$ cat src/rtl/fetch_stage_pkg.sv
// Shared constants and FSM encoding for the instruction fetch stage.
package fetch_stage_pkg;

    localparam logic [31:0] NOP_INSN   = 32'h0000_0000;
    localparam int          OPCODE_MSB = 31;
    localparam int          OPCODE_LSB = 27;
    localparam int          IMEM_AW    = 12;

    typedef enum logic [1:0] {
        BOOT   = 2'b00,
        RUN    = 2'b01,
        BUBBLE = 2'b10
    } fetch_state_t;

    typedef struct packed {
        logic [31:0] insn;
        logic [31:0] pc;
        logic        valid;
    } fd_entry_t;

    localparam fd_entry_t FD_BUBBLE = '{insn: NOP_INSN, pc: 32'd0, valid: 1'b0};

endpackage

$ cat src/rtl/fetch_stage_fd_latch.sv
// F/D pipeline register: bubble load beats hold, hold beats capture.
module fd_latch
    import fetch_stage_pkg::*;
(
    input  logic      clock,
    input  logic      reset_n,
    input  logic      hold,
    input  logic      load_bubble,
    input  fd_entry_t d,
    output fd_entry_t q
);

    always_ff @(posedge clock) begin
        if (!reset_n)
            q <= FD_BUBBLE;
        else if (load_bubble)
            q <= FD_BUBBLE;
        else if (!hold)
            q <= d;
    end

endmodule

$ cat src/rtl/fetch_stage.sv
// Instruction fetch: PC register, BOOT/RUN/BUBBLE sequencing, F/D latch and squash counter.
module fetch_stage
    import fetch_stage_pkg::*;
(
    input  logic                 clock,
    input  logic                 reset_n,
    input  logic                 stall,
    input  logic                 redirect_valid,
    input  logic [31:0]          redirect_pc,
    input  logic [31:0]          imem_q,
    output logic [IMEM_AW-1:0]   imem_addr,
    output logic [31:0]          fd_insn,
    output logic [31:0]          fd_pc,
    output logic                 fd_valid,
    output logic [4:0]           fd_opcode,
    output logic [15:0]          flush_count
);

    fetch_state_t state;
    logic [31:0]  pc;
    logic [31:0]  pc_inc;
    logic         in_boot;
    logic         squash;
    fd_entry_t    fd_d;
    fd_entry_t    fd_q;

    assign pc_inc    = pc + 32'd1;
    assign imem_addr = pc[IMEM_AW-1:0];
    assign in_boot   = (state == BOOT);
    // Redirects are ignored while booting; otherwise they override stall.
    assign squash    = !in_boot && redirect_valid;

    assign fd_d = '{insn: imem_q, pc: pc_inc, valid: 1'b1};

    fd_latch u_fd_latch (
        .clock       (clock),
        .reset_n     (reset_n),
        .hold        (stall),
        .load_bubble (in_boot || squash),
        .d           (fd_d),
        .q           (fd_q)
    );

    assign fd_insn   = fd_q.insn;
    assign fd_pc     = fd_q.pc;
    assign fd_valid  = fd_q.valid;
    assign fd_opcode = fd_q.insn[OPCODE_MSB:OPCODE_LSB];

    always_ff @(posedge clock) begin
        if (!reset_n) begin
            state       <= BOOT;
            pc          <= 32'd0;
            flush_count <= 16'd0;
        end else begin
            case (state)
                BOOT: state <= RUN;
                RUN, BUBBLE: begin
                    if (squash) begin
                        pc    <= redirect_pc;
                        state <= BUBBLE;
                        if (flush_count != 16'hFFFF)
                            flush_count <= flush_count + 16'd1;
                    end else if (!stall) begin
                        pc    <= pc_inc;
                        state <= RUN;
                    end
                end
                default: state <= BOOT;
            endcase
        end
    end

endmodule

$ cat config.mk
export PLATFORM = sky130hd
export DESIGN_NAME = fetch_stage
export DESIGN_NICKNAME = d
export VERILOG_FILES = /design/src/rtl/fetch_stage_pkg.sv /design/src/rtl/fetch_stage_fd_latch.sv /design/src/rtl/fetch_stage.sv
export SDC_FILE = /design/constraint.sdc
export NUM_CORES = 1
export LEC_CHECK = 0
export ABC_CLOCK_PERIOD_IN_PS = 4000
export CORE_MARGIN = 2
export CORE_UTILIZATION = 38
export DETAILED_ROUTE_END_ITERATION = 16
export PLACE_DENSITY = 0.66
export SYNTH_ARGS = -nofsm -noshare
export SYNTH_HDL_FRONTEND = slang
export SYNTH_SLANG_ARGS = --single-unit
$ cat constraint.sdc
create_clock -name clock -period 4 [get_ports clock]
set_input_delay 0.8 -clock clock [delete_from_list [all_inputs] [get_ports clock]]
set_output_delay 0.8 -clock clock [all_outputs]
set_load 0.005 [all_outputs]
==> results.yml <==
status:
  status: "complete, no violations"
sta:
  setup_ws_ns: 1.37
  clock_skew_ns: 0.00801
  final-setup-viol-count: 0
  fin_crit_sh_pct: 65.6
  slew_violations: 0
  fmax_ghz: 0.381
  tightest_slew_ns: 1.05
  fin_hold_ws_ns: 0.471
  setup_tns_ns: 0
  rsz0062_at_grt: "no"
  max_slew_margin_pct: 29.4
  layout_min_cycle_time_ns: 2.63
  final-hold-violation-count: 0
die:
  rows: 45
  die-area_um2: 16200
  start_util_pct: 38.5
  io_pins: 166
  die_h_um: 127
  core_um2: 15000
  die_w_um: 127
cts:
  root_buffer: "clkbuf_16"
  clkTransAtPathRegs_ns: 0.05
  cts_made_buffers: 17
  cts_tree: "yes"
  clkLatencyLatePin_ns: 0.42
  hold_buffers: 0
  clockBufferDepth: 2
  cts_setup_buffers: 0
  postCtsResizedCells: 0
  clock-sinks: 115
  htree_levels: 4
critical_path:
  crit_required_ns: 4.35
  crit_path_start_kind: "primary input"
  cp_slowest_cell: "or3_1"
  reg2reg_depth: 7
  cp_slowest_stage_delay_ns: 0.74
  crit_buf_inv: 3
  timing.reg2reg.setup_slack_ns: 1.43
  crit_chain: "clkdlybuf4s50_1 > clkinv_1 > or3_1 > buf_4 > nor2_1"
  cp_max_fo: 32
  critPathArrivalTime_ns: 2.97
  rr_endpoint: "flush_count[14]"
  path_delay_family: "buffers and inverters"
  crit_path_end_kind: "flip-flop"
  path_class: "primary input to flip-flop"
  reg2reg_from: "state[1]"
synth:
  synthCells: 702
  async_flop_share_pct: 0
  yosysUniqueCellTypes: 65
  synth_edf_count: 0
  yosysTopAreaCellShare_pct: 39.7
  synth_top_cells_by_area: "dfxtp_1 (40%), mux2i_1 (6.2%), nor2_1 (5.7%)"
  synthFlopType: "dfxtp_1"
  ys_seq_area_share_pct: 39.7
  syn_area_um2: 5790
  synth_warnings: 0
  synth_nets: 774
  avgSynthCellArea_um2: 8.25
  synth_top_area_cell: "dfxtp_1"
  synth_seq_cells: 115
power_and_ir_drop:
  power_density_nw_per_um2: 456
  vdd_drop_max_v: 0.000358
  pwr-share-seq_pct: 36.6
  p_leak_nw: 2.76
  p_clk_share_pct: 43.9
  p_total_mw: 3.66
  combPwrFrac_pct: 19.5
  netSwitchingPower_mw: 1.02
  switching_share_pct: 27.9
  internal-power_mw: 2.64
detailed_routing:
  vias_per_cell: 5.52
  vias: 5648
  drc: 0
  wl_um: 17000
  wl_per_cell_um: 16.6
  drt_iter0_drc: 451
  dr.pass1.iters: 5
  ant_nets: 0
layout:
  fillers: 1377
  layout_common_cells: "clkdlybuf4s50_1 (164), dfxtp_1 (115), nor2_1 (88)"
  synthToLayoutAreaGrowth_pct: 38.6
  utilization_pct: 53.4
  postLayoutCellArea_um2: 8030
  drive_gt1_share_pct: 6.83
  final_common_cell: "clkdlybuf4s50_1"
  nets: 894
  antenna_cells: 0
  stdcell_count: 1023
global_routing:
  antenna_found_initial: 0
  grt_max_degree: 69
  grt_overflow: 0
  track_usage_pct: 21.0
  grt_pass1_wl_um: 27400
  first_global_vias: 5500
placed_design:
  place_hpwl_um: 11900
  placed_cell_area_um2: 7400
  dp_slack_ns: 0.937
  gp_congestion: 0.859
  io_buffers: 165
  dp_cells: 991
hold_path:
  min_path_type: "flip-flop to flip-flop"
  hold_path.startpoint: "u_fd_latch.q[0]"
  min_to: "u_fd_latch.q[0]"
  holdPathStages: 1
flow_run:
  cap_viol_max_count: 0
==> per-layer routing <==
layer  share of wire, %  up-vias  global-route usage, %  wire length [µm]
met4                3.3        0                   10.5               570
met5                  0        -                      0                 0
li1                   -     2728                      -                 -
met1                 43     2640                   26.4              7370
met3                6.5       43                   5.49              1110
met2                 47      237                   33.4              7970
==> logic make-up after synthesis <==
family | after synthesis | share of synthesized area [%]
fa+ha+maj | 4 | 0.864
flops | 115 | 39.7
simple gates | 275 | 24.3
mux | 38 | 6.61
buf+inv | 81 | 6.63
compound gates | 147 | 15.5
xor+xnor | 42 | 6.35
==> area by class of cell <==
cell class / count / area, µm² / share of cell area (%)
well taps: 188 / 235 / 2.93
repair buffers: 174 / 1710 / 21.4
clock inverters: 9 / 151 / 1.89
flip-flops and latches: 115 / 2300 / 28.7
multi-input cells: 506 / 3120 / 38.8
clock buffers: 23 / 478 / 5.95
inverters: 8 / 30.0 / 0.374
==> synth_stat cells (all sizes together) (3+ instances only) <==
master    n
dfxtp   115
nor2     88
nand2    56
o21ai    47
a21oi    42
nand3    40
clkbuf   38
mux2i    36
buf      35
nand4    29
xnor2    21
xor2     21
a31oi    13
nor3     11
and3      8
nor4      8
a22oi     7
inv       7
or3       7
and2      6
o31ai     6
nor4b     5
or4       5
a21o      4
ha        4
a211oi    3
and4      3
nor3b     3
o21ba     3
==> worst reg2reg max path: cells and delay by family (launching register included) <==
family,cells,cell delay (ns)
DFF,1,0.35
buffers and inverters,1,0.06
AOI/OAI and AO/OA,2,0.48
adders and majority gates,1,0.66
and+or+nand+nor,3,0.89
==> registers in the layout, summed over array words and instances (netlist names) <==
register	cells
flush_count	16
u_fd_latch.q	65
pc	32
state	2
==> worst max path at each step <==
| stage | start | endpoint | cells after the start |
|---|---|---|---|
| 3_5_place_dp | reset_n | u_fd_latch.q[41] | 5 |
| 3_3_place_gp | reset_n | u_fd_latch.q[50] | 5 |
| 6_report | reset_n | u_fd_latch.q[46] | 5 |
| 5_1_grt | reset_n | u_fd_latch.q[48] | 5 |
| 4_1_cts | reset_n | u_fd_latch.q[41] | 5 |
| 2_1_floorplan | redirect_valid | flush_count[14] | 6 |
==> power groups by stage <==
| stage | combinational [mW] | sequential [mW] | clock (mW) |
|---|---|---|---|
| 2_1_floorplan | 0.479 | 1.31 | 0 |
| 3_3_place_gp | 0.689 | 1.36 | 0 |
| 3_5_place_dp | 0.704 | 1.36 | 0 |
| 4_1_cts | 0.710 | 1.34 | 1.65 |
| 5_1_grt | 0.782 | 1.35 | 1.69 |
| 6_report | 0.714 | 1.34 | 1.61 |
No activity file was read; power rests on OpenSTA's default activity.
